[config.mk]
export PLATFORM = sky130hd
export DESIGN_NAME = miner_work_dispatcher
export DESIGN_NICKNAME = d
export VERILOG_FILES = /design/src/rtl/miner_pkg.sv /design/src/rtl/miner_work_dispatcher_gn_fifo.sv /design/src/rtl/miner_work_dispatcher.sv
export SDC_FILE = /design/constraint.sdc
export NUM_CORES = 2
export LEC_CHECK = 0
export CORE_AREA = 2 2 410 412
export DETAILED_ROUTE_END_ITERATION = 16
export DIE_AREA = 0 0 412 414
export PLACE_DENSITY = 0.46
export SYNTH_ARGS = -nofsm -noshare
export SYNTH_HDL_FRONTEND = slang
export SYNTH_SLANG_ARGS = --single-unit
[constraint.sdc]
create_clock -name clk -period 28.6 [get_ports clk]
set_input_delay 4.29 -clock clk [delete_from_list [all_inputs] [get_ports clk]]
set_output_delay 4.29 -clock clk [all_outputs]
set_load 0.02 [all_outputs]
[src/rtl/miner_pkg.sv]
// miner_pkg
// Shared definitions for the rolled SHA-256d miner: the SHA-256 initial hash
// value, the fixed padding words of an 80-byte block header, the dispatcher
// state type, the nonce type and the lowest-set-bit picker that the golden
// nonce collector uses to serialise simultaneous hits.
package miner_pkg;

  typedef logic [31:0] nonce_t;

  typedef enum logic [1:0] {
    IDLE,
    RUN,
    DRAIN,
    DONE
  } disp_state_t;

  localparam logic [255:0] SHA256_IV = {
    32'h6a09e667, 32'hbb67ae85, 32'h3c6ef372, 32'ha54ff53a,
    32'h510e527f, 32'h9b05688c, 32'h1f83d9ab, 32'h5be0cd19
  };

  // Padding word following the nonce and the bit lengths of the two messages
  // (80-byte header, then the 32-byte first digest).
  localparam logic [31:0] PAD_ONE        = 32'h80000000;
  localparam logic [31:0] PAD_LEN_HEADER = 32'h00000280;
  localparam logic [31:0] PAD_LEN_DIGEST = 32'h00000100;

  // Index of the lowest set bit; returns 0 for an empty mask. Sixteen bits
  // cover the largest supported core count.
  function automatic logic [3:0] lowest_set(input logic [15:0] mask);
    logic [3:0] idx;
    idx = '0;
    for (int i = 15; i >= 0; i--) begin
      if (mask[i]) idx = 4'(i);
    end
    return idx;
  endfunction

endpackage

[src/rtl/miner_work_dispatcher_gn_fifo.sv]
// gn_fifo
// Small synchronous FIFO built as a shift register so the head entry is always
// a flop. A push into a full FIFO is ignored unless a pop happens in the same
// cycle, in which case both take effect.
// Ports:
//   clk, reset  clock and asynchronous active-high reset
//   push        write push_data when not full (or when popping)
//   push_data   entry to append
//   pop         remove the head entry when not empty
//   head        current head entry (registered)
//   full/empty  occupancy flags
module gn_fifo #(
  parameter int WIDTH = 32,
  parameter int DEPTH = 8
) (
  input  logic             clk,
  input  logic             reset,
  input  logic             push,
  input  logic [WIDTH-1:0] push_data,
  input  logic             pop,
  output logic [WIDTH-1:0] head,
  output logic             full,
  output logic             empty
);

  localparam int CNT_W = $clog2(DEPTH + 1);
  localparam int IDX_W = $clog2(DEPTH);

  logic [WIDTH-1:0] mem [DEPTH];
  logic [CNT_W-1:0] count;
  logic             pop_ok;
  logic             push_ok;
  logic [IDX_W-1:0] wr_idx;

  // When popping, everything shifts down one slot, so the new entry lands one
  // position lower than the current count.
  always_comb begin
    full    = (count == CNT_W'(DEPTH));
    empty   = (count == '0);
    head    = mem[0];
    pop_ok  = pop && !empty;
    push_ok = push && (!full || pop_ok);
    wr_idx  = pop_ok ? IDX_W'(count - 1'b1) : IDX_W'(count);
  end

  always_ff @(posedge clk or posedge reset) begin
    if (reset) begin
      count <= '0;
      for (int i = 0; i < DEPTH; i++) mem[i] <= '0;
    end else begin
      if (pop_ok) begin
        for (int i = 0; i < DEPTH - 1; i++) mem[i] <= mem[i + 1];
      end
      if (push_ok) mem[wr_idx] <= push_data;
      count <= count + CNT_W'(push_ok) - CNT_W'(pop_ok);
    end
  end

endmodule

[src/rtl/miner_work_dispatcher.sv]
// miner_work_dispatcher
// Hands jobs to CORES rolled SHA-256d hasher pairs with interleaved nonces,
// sequences the shared round-group counter, checks each core's final hash MSW
// OFFSET check cycles after its nonce was presented and queues the exact
// golden nonces for the host.
// A job scans from the aligned start nonce up to the top of the 32-bit nonce
// space; the last issue group is the one whose successor would wrap to zero.
// Ports:
//   work_*            job handshake (midstate, header tail, start nonce)
//   core_state/tail   registered job data broadcast to all cores
//   core_nonce        nonce of core i at [32i+31:32i]
//   core_cnt          round-group counter, core_feedback high when cnt != 0
//   hit_msw           final hash bits [255:224] of each core
//   gn_valid/ready    golden nonce FIFO head handshake, gn_nonce = value
//   busy/done         job progress, overflow = a golden nonce was lost
module miner_work_dispatcher
  import miner_pkg::*;
#(
  parameter int CORES      = 4,
  parameter int LOOP_LOG2  = 3,
  parameter int CNT_W      = (LOOP_LOG2 > 0) ? LOOP_LOG2 : 1,
  parameter int OFFSET     = 17,
  parameter int FIFO_DEPTH = 8
) (
  input  logic                  clk,
  input  logic                  reset,
  input  logic                  work_valid,
  output logic                  work_ready,
  input  logic [255:0]          work_midstate,
  input  logic [95:0]           work_tail,
  input  logic [31:0]           work_nonce_start,
  output logic [255:0]          core_state,
  output logic [95:0]           core_tail,
  output logic [32*CORES-1:0]   core_nonce,
  output logic [CNT_W-1:0]      core_cnt,
  output logic                  core_feedback,
  input  logic [32*CORES-1:0]   hit_msw,
  output logic                  gn_valid,
  input  logic                  gn_ready,
  output logic [31:0]           gn_nonce,
  output logic                  busy,
  output logic                  done,
  output logic                  overflow
);

  localparam int     LOOP       = 1 << LOOP_LOG2;
  localparam int     FLUSH_W    = $clog2(OFFSET + 1);
  localparam nonce_t CORES_N    = nonce_t'(CORES);
  localparam nonce_t ALIGN_MASK = ~nonce_t'(CORES - 1);

  disp_state_t        state;
  nonce_t             issue_base;
  nonce_t             check_base;
  nonce_t             pend_base;
  logic [FLUSH_W-1:0] flush;
  logic [CORES-1:0]   pend;

  logic               active;
  logic               last_cnt;
  logic               check_cycle;
  logic               accept;
  logic               issue_end;
  logic               check_end;
  logic [CORES-1:0]   hits;
  logic [CORES-1:0]   pend_left;
  logic [15:0]        pend_wide;
  logic [3:0]         pick_idx;
  logic               pend_push;
  nonce_t             push_nonce;
  logic               fifo_full;
  logic               fifo_empty;
  logic               fifo_drop;

  // Job switches only happen at an issue boundary while running, so a core
  // never sees its input change in the middle of a folded transform.
  always_comb begin
    active        = (state == RUN) || (state == DRAIN);
    last_cnt      = (core_cnt == CNT_W'(LOOP - 1));
    check_cycle   = active && (core_cnt == '0);
    work_ready    = (state != RUN) || last_cnt;
    accept        = work_valid && work_ready;
    busy          = active;
    core_feedback = active && (core_cnt != '0);
    issue_end     = ((issue_base + CORES_N) == nonce_t'(0));
    check_end     = ((check_base + CORES_N) == nonce_t'(0));
  end

  always_comb begin
    core_nonce = '0;
    hits       = '0;
    for (int i = 0; i < CORES; i++) begin
      core_nonce[32*i +: 32] = issue_base + nonce_t'(i);
      hits[i]                = (hit_msw[32*i +: 32] == 32'd0);
    end
  end

  // Pending hits leave one per cycle, lowest core first; pend & (pend - 1)
  // is the mask with that lowest bit removed.
  always_comb begin
    pend_wide              = '0;
    pend_wide[CORES-1:0]   = pend;
    pick_idx               = lowest_set(pend_wide);
    pend_push              = (pend != '0);
    push_nonce             = pend_base + nonce_t'(pick_idx);
    pend_left              = pend & (pend - CORES'(1));
    gn_valid               = !fifo_empty;
    fifo_drop              = pend_push && fifo_full && !gn_ready;
  end

  // Main sequencer. The first OFFSET check cycles of a job only count down,
  // because the hashes on hit_msw still belong to the previous job.
  always_ff @(posedge clk or posedge reset) begin
    if (reset) begin
      state      <= IDLE;
      core_state <= '0;
      core_tail  <= '0;
      core_cnt   <= '0;
      issue_base <= '0;
      check_base <= '0;
      pend_base  <= '0;
      pend       <= '0;
      flush      <= '0;
      done       <= 1'b0;
      overflow   <= 1'b0;
    end else begin
      pend <= pend_left;
      if (accept) begin
        state      <= RUN;
        core_state <= work_midstate;
        core_tail  <= work_tail;
        core_cnt   <= '0;
        issue_base <= work_nonce_start & ALIGN_MASK;
        check_base <= work_nonce_start & ALIGN_MASK;
        flush      <= FLUSH_W'(OFFSET);
        done       <= 1'b0;
        overflow   <= 1'b0;
      end else begin
        if (active) begin
          core_cnt <= last_cnt ? '0 : core_cnt + 1'b1;
        end else begin
          core_cnt <= '0;
        end

        if ((state == RUN) && last_cnt) begin
          if (issue_end) begin
            state <= DRAIN;
          end else begin
            issue_base <= issue_base + CORES_N;
          end
        end

        if (check_cycle) begin
          if (flush != '0) begin
            flush <= flush - 1'b1;
          end else begin
            // New hits replace whatever was still pending; losing bits is
            // reported through overflow.
            if (hits != '0) begin
              pend      <= hits;
              pend_base <= check_base;
              if (pend_left != '0) overflow <= 1'b1;
            end
            check_base <= check_base + CORES_N;
            if (check_end) begin
              state <= DONE;
              done  <= 1'b1;
            end
          end
        end

        if (fifo_drop) overflow <= 1'b1;
      end
    end
  end

  gn_fifo #(
    .WIDTH (32),
    .DEPTH (FIFO_DEPTH)
  ) u_gn_fifo (
    .clk       (clk),
    .reset     (reset),
    .push      (pend_push),
    .push_data (push_nonce),
    .pop       (gn_ready),
    .head      (gn_nonce),
    .full      (fifo_full),
    .empty     (fifo_empty)
  );

endmodule

# Yosys cells after proc, flatten, opt, wreduce, memory -nomap -nowiden
# Index checks and enable logic that the tools add are counted.
[totals] ramBits=0 latch_bits=0 in_bits=516 rom_bits=0 mem_count=0 out_inout_bits=521 ff_bits=724
[classes] mul=0 n_bitwise=4 shift=0 n_mux=42 div_mod_pow=0 reduce_logical=41 n_lt_le_gt_ge=2 eq_ne=8 addsub=12
[op_table] cell="$bwmux W256" count=1
[op_table] cell="$mux W256" count=1
[op_table] cell="$mux W224" count=1
[op_table] cell="$mux W32" count=7
[op_table] cell="$logic_not A32 Y1" count=6
[op_table] cell="$demux W32 S3" count=1
[op_table] cell="$add A32 B2 Y32 const B" count=2
[op_table] cell="$add A32 B3 Y32 const B" count=2
[op_table] cell="$add A32 B1 Y32 const B" count=1
[op_table] cell="$add A32 B4 Y32" count=1
[op_table] cell="$mux W4" count=5
[op_table] cell="$mux W2" count=9
[op_table] cell="$mux W5" count=3
[op_table] cell="$mux W3" count=4
[op_table] cell="$reduce_bool A3 Y1" count=4
[op_table] cell="$reduce_bool A4 Y1" count=3
[op_table] cell="$mux W1" count=10
[op_table] cell="$logic_and A1 B1 Y1" count=9
[op_table] cell="$reduce_and A4 Y1" count=2
[op_table] cell="$reduce_bool A2 Y1" count=4
[op_table] cell="$reduce_and A2 Y1" count=3
[op_table] cell="$reduce_bool A5 Y1" count=1
[op_table] cell="$sub A5 B1 Y5 const B" count=1
[op_table] cell="$add A4 B1 Y4" count=1
[op_table] cell="21 further kinds" count=27

# Logic depth before layout (Yosys ltp)
[logic_depth] ltp_word=11 mapped_depth=16 depth_no_buf=11

# Cells and area by module
# A second synthesis with hierarchy kept.
[hier_totals] cells_unflattened=3313 area_unflattened_um2=34060.2
[modules_own_cells] module="miner_work_dispatcher" n_inst=1 seq_area_each_um2=11461.0 area_each_um2=20726.1 cells_each=2425
[modules_own_cells] module="gn_fifo" n_inst=1 seq_area_each_um2=6506.2 area_each_um2=13334.0 cells_each=888

# Worst setup path after synthesis
# OpenSTA, ideal clock, no wires.
[synth_timing] path_kind="input port to flip-flop" startpoint="in gn_ready" endpoint="reg u_gn_fifo.mem[10] (netlist name)" required_ns=28.475 path_buffers=4 path_slack_ns=21.522 path_stages=11 arrival_ns=6.953 cell_sequence="nand2_1 > inv_1 > clkbuf_1 > buf_1 > clkbuf_1 > ha_1 > inv_1 > nand2_1 > nor2_1 > clkbuf_1 > mux2_2"
[synth_between] elab_chain_cells=8 word_cells_on_any_way=11 classes_between="order compare: 2; mux: 4; bitwise: 1; reduce/logical: 4"
[synth_rtl] element="from (decl)" line="miner_work_dispatcher.sv:39" text="input logic gn_ready,"
[synth_rtl] element="$logic_and A1 B1 Y1 *" line="miner_work_dispatcher_gn_fifo.sv:41" text="pop_ok = pop && !empty;"
[synth_rtl] element="$mux W3" line="miner_work_dispatcher_gn_fifo.sv:43" text="wr_idx = pop_ok ? IDX_W'(count - 1'b1) : IDX_W'(count);"
[synth_rtl] element="$not A3 Y4 (implied by the code)" line="miner_work_dispatcher_gn_fifo.sv:54" text="if (push_ok) mem[wr_idx] <= push_data;"
[synth_rtl] element="$ge A4 B4 Y1 (implied by the code) / $lt A4 B1 Y1 (equally long branches)" line="miner_work_dispatcher_gn_fifo.sv:54"
[synth_rtl] element="$logic_and A1 B1 Y1 (implied by the code)" line="miner_work_dispatcher_gn_fifo.sv:54"
[synth_rtl] element="$mux W32 (implied by the code)" line="miner_work_dispatcher_gn_fifo.sv:54"
[synth_rtl] element="$demux W32 S3" line="miner_work_dispatcher_gn_fifo.sv:54"
[synth_rtl] element="$bwmux W256" line="miner_work_dispatcher_gn_fifo.sv:54"
[synth_rtl] element="to (signal, indexed assignment)" line="miner_work_dispatcher_gn_fifo.sv:54"
[synth_rtl] element="to (decl)" line="miner_work_dispatcher_gn_fifo.sv:29" text="logic [WIDTH-1:0] mem [DEPTH];"
# Every way passes the cells marked *; elsewhere a longest branch is shown, timed or not.
# A chain may end at the register's enable or synchronous reset.

# Worst setup path in the final report
[layout_timing] startpoint="in gn_ready" endpoint="reg u_gn_fifo.mem[104] (netlist name)"
[layout_between] elab_chain_cells=9 word_cells_on_any_way=13 classes_between="order compare: 2; mux: 6; bitwise: 1; reduce/logical: 4"
[layout_rtl] element="$logic_and A1 B1 Y1 *" line="miner_work_dispatcher_gn_fifo.sv:41"
[layout_rtl] element="$mux W3" line="miner_work_dispatcher_gn_fifo.sv:43"
[layout_rtl] element="$not A3 Y4 (implied by the code)" line="miner_work_dispatcher_gn_fifo.sv:54"
[layout_rtl] element="$ge A4 B4 Y1 (implied by the code) / $lt A4 B1 Y1 (equally long branches)" line="miner_work_dispatcher_gn_fifo.sv:54"
[layout_rtl] element="$logic_and A1 B1 Y1 (implied by the code)" line="miner_work_dispatcher_gn_fifo.sv:54"
[layout_rtl] element="$mux W32 (implied by the code)" line="miner_work_dispatcher_gn_fifo.sv:54"
[layout_rtl] element="$demux W32 S3" line="miner_work_dispatcher_gn_fifo.sv:54"
[layout_rtl] element="$bwmux W256" line="miner_work_dispatcher_gn_fifo.sv:54"
[layout_rtl] element="$mux W256 *" line="miner_work_dispatcher_gn_fifo.sv:54"
# Marked as above.

==> flow_results.org <==
** Yosys
- XOR/XNOR Fraction of Synth Area :: 1.91%
- The cell area that synthesis handed to floorplanning was 32,600 um^2.
- Combinational family with the most area after synthesis :: simple AND/OR/NAND/NOR gates
- The most used flip-flop cell after synthesis is dfrtp_1.
- After Yosys synthesis, full adders, half adders and majority gates account for 0.676% of the synthesized area.
- Synthesized-area fraction occupied by ao, oa, aoi and oai cells :: 7.10%
- Yosys mapped the design onto slightly above 70 distinct sky130hd cell types.
- Share of synthesized cell area in and, or, nand and nor gates :: 22.8%
- Of all flip-flops after synthesis, the portion carrying an async set or reset was 100%.
- Cells taking the most area after synthesis :: dfrtp_1, nand2_1, mux2i_1, clkbuf_1, o21ai_0
- Most area-hungry cell type in the Yosys netlist :: dfrtp_1
- Of the synthesized area, sequential elements account for ~55%.
- EDFF count, synth :: 0
- Synthesis produced 3,606 cells.
- Multiplexer fraction of the synthesized cell area :: ~6.5%
- The synthesized design devotes to its leading area cell type 55.2% of total area.
- For this run, the number of Yosys warnings is 0.
- After synthesis the netlist holds a flip-flop and latch count of 718.
- Synthesized area per cell :: 9.03 um^2

** Routing
- Remaining design rule violation count :: 0
- In this run, the number of DRC markers left after iteration 0 of detailed routing was 1,792.
- In the routed layout, each cell is associated on average with a via count of 4.21.
- Once detail routing completed, the nets flagged for antenna violations numbered 0.
- Across all layers, the routed design uses 28.2k vias.
- Final routed wirelength across all metal layers :: 152,000 um
- Drt wl/cell :: 22.7 um
- The first detailed-routing pass took 5 iterations.

** Clocking
- In this run the number of H-tree levels came out at 3.
- Bufs on Longest Clock Path :: 3
- The clock reaches the later pin of the worst-skew pair after 710 ps.
- Quantity of gates resized following cts :: 0
- Post-CTS timing repair inserted 0 buffers for setup.
- Clock-pin slew was measured on the worst setup and hold paths at roughly 50 ps.
- Clock tree from TritonCTS :: done
- # clock sinks :: 718
- Clock tree synthesis inserted a total of 92 buffers.
- Count of hold-fix buffers inserted at cts :: 0
- CTS Root Cell :: clkbuf_16

** Finish
- Post-route insts no fill :: 6,697
- The area growth from synthesis to layout is 45.5%.
- Post-layout instance area :: 47,400 um^2
- Net total in the final layout :: between 4k and 5k
- Cells with a size suffix above 1 make up 6.28% of the layout.

** Setup path
- Of all nets on the critical path, the largest fanout is between 100 and 150.
- Element type at the critical path end :: flop
- Required time reported for the critical path endpoint :: 29,130 ps
- Data arrives at the worst endpoint at 7920 ps.
- The worst setup path is launched from a primary input.
- Setup Crit Path Kind :: primary input to flop

** Outcome
- Run status :: completed

** Pwr
- For this design the ratio of total power to cell area is 101 nW/um^2.
- VDD sags by at most 0.0574 mV.
- The analysis attributes to cell leakage a power of 21.2 nW.

** GRT
- Global-route wire length before repair :: approximately 210,000 um
- Entering global routing, the biggest net connects roughly 200 pins.
- For this run, the total global-route usage over all layers was measured as 17.4%.
- The number of antenna violations at the first check in global routing was 81.
- Via count of the first global-routing pass :: roughly 28k
- Total global routing overflow :: 0

** Hold path
- In this run the worst hold path is classified as flop to flop.

** Floorplan
- Measured along the y axis, the die boundary spans 414 um.
- During I/O placement, the number of pins put on the boundary was 1,037.
- The die covers 171,000 um^2.
- In this run the horizontal extent of the chip is 412 um.
- Number of standard-cell rows in the floorplan :: 150
- Core box area :: between 150,000 and 200,000 um^2
- Starting Density :: 19.6%

** STA
- Final period utilization :: 25.8%
- Highest achievable clock rate :: 0.135 GHz
- Final worst path period need :: ~7400 ps
- After routing, the total negative slack on setup checks comes to 0 ps.
- Setup repair after global routing left no endpoint under its margin.
- On the final layout, the worst hold slack is 471 ps.
- Measured against its own limit, the worst slew margin works out to 21.9%.
- The final count of hold timing violations is 0.
- For the final database, setup skew stands at just under 60 ps.
- For the pin with the worst max-slew slack, the measured transition is between 1000 and 1500 ps.
- The number of pins with negative max-slew slack in the final report was 0.
- Setup violations remaining at the end of the flow were counted as 0.

** Place
- In this run the cell area measured after placement is 44,200 um^2.
- Global placement routability congestion :: 0.884
- The HPWL after detailed placement is around 110,000 um.
- Input and output buffers added on the ports amount to slightly above 1k.
- Instance count after placement with tap cells included :: roughly 6.5k

** Job
- Max-cap check violation count :: 0
## power breakdown
| part | switching [mW] | leakage [nW] | internal (mW) |
|---|---|---|---|
| clock network | 0.493 | 1.54 | 0.709 |
| registers | 0.309 | 9.27 | 1.33 |
| logic | 1.10 | 10.4 | 0.824 |
## sequential cells by signal, summed over array words and instances, names as in the netlist
signal           flops
core_tail           96
flush                5
u_gn_fifo.head      32
pend                 4
u_gn_fifo.mem      224
core_state         256
pend_base           30
issue_base          30
done                 1
state                2
u_gn_fifo.count      4
core_cnt             3
overflow             1
check_base          30
## metrics by stage
step                worst slack (ps)  power [mW]  utilization [%]
floorplan                       4170        2.55                -
global placement               20470        3.60             26.6
detailed placement             20460        3.60             26.6
CTS                            21190        4.84             28.5
global route                   20980        5.06             28.5
finish                         21210        4.77             28.5
## Yosys cell counts (4+ instances only)
library cell,instances
buf_1,6
ha_1,16
mux2i_1,144
buf_2,14
a211o_1,8
nand2_1,1420
nor3_1,26
or3_1,17
o31ai_1,6
xnor2_1,32
and3_1,19
nand3_1,40
nand4_1,32
o21ai_0,179
a21oi_1,55
a211oi_1,24
a31oi_1,83
o41ai_1,6
nor4_1,48
nor2_1,121
or2_2,10
buf_4,87
or4_1,11
clkbuf_1,256
and2_1,27
xor2_1,39
a21o_1,6
mux2_2,59
inv_1,30
and4_1,6
nor3b_1,4
dfrtp_1,718
## logic make-up (layout without fill, tap and decap cells)
logic type	after synthesis	count (layout)
buf+inv	400	1258
simple gates	1803	1803
compound gates	392	392
mux	203	203
other cells	2	31
fa+ha+maj	17	17
xor+xnor	71	71
flops	718	718
## path summary, 6_finish.rpt
| check | from | endpoint | slack, ps | cells after the start |
|---|---|---|---|---|
| worst max-delay path | gn_ready | u_gn_fifo.mem[104] | 21210 | 8 |
| worst min-delay path | core_state[178] | core_state[178] | 470 | 2 |
| worst max register to register | issue_base[2] | issue_base[13] | 24120 | 10 |
| worst min register to register | core_state[178] | core_state[178] | 470 | 2 |
| max in group asynchronous | reset | u_gn_fifo.mem[78] | 22100 | 4 |
| min in group asynchronous | reset | core_state[166] | 4120 | 2 |
## placed cells by master (no fill, tap or decap), types with 11 or more instances in the layout
| master | instances |
|---|---|
| or4_1 | 11 |
| nor2_1 | 117 |
| a211oi_1 | 24 |
| mux2i_1 | 144 |
| nor4_1 | 48 |
| clkbuf_1 | 19 |
| a21oi_1 | 55 |
| or3_1 | 16 |
| ha_1 | 16 |
| o21ai_0 | 179 |
| nand2_1 | 1418 |
| clkbuf_8 | 24 |
| dfrtp_1 | 718 |
| mux2_2 | 59 |
| and3_1 | 19 |
| and2_1 | 26 |
| clkbuf_16 | 95 |
| xor2_1 | 39 |
| a31oi_1 | 83 |
| nor3_1 | 23 |
| nand4_1 | 32 |
| clkdlybuf4s50_1 | 1026 |
| inv_1 | 28 |
| xnor2_1 | 32 |
| buf_4 | 32 |
| clkinv_2 | 14 |
| diode_2 | 22 |
| nand3_1 | 40 |
## critical path, stage by stage
cell             delay, ps
clkdlybuf4s50_1        510
nand2_2                 50
buf_4                  270
inv_8                  660
buf_4                  860
buf_4                  840
mux2i_1                250
o21ai_0                 90
## cell type report
cell class | count | area [um^2]
Tap cell | 2204 | 2760
Multi-Input combinational cell | 2495 | 12800
Sequential cell | 718 | 18000
Timing Repair Buffer | 1061 | 10600
Antenna cell | 22 | 55.1
Clock inverter | 29 | 338
Clock buffer | 138 | 2780
Inverter | 30 | 128
Fill cell | 17700 | 119000
## layer usage
metal	up-vias	share of wire, %	global-route usage, %
li1	13300	-	-
met1	13700	40	21.0
met2	915	48	29.0
met3	243	8.6	6.01
met4	0	3.0	5.34
met5	-	0	0
No activity file was read; power rests on OpenSTA's default activity.
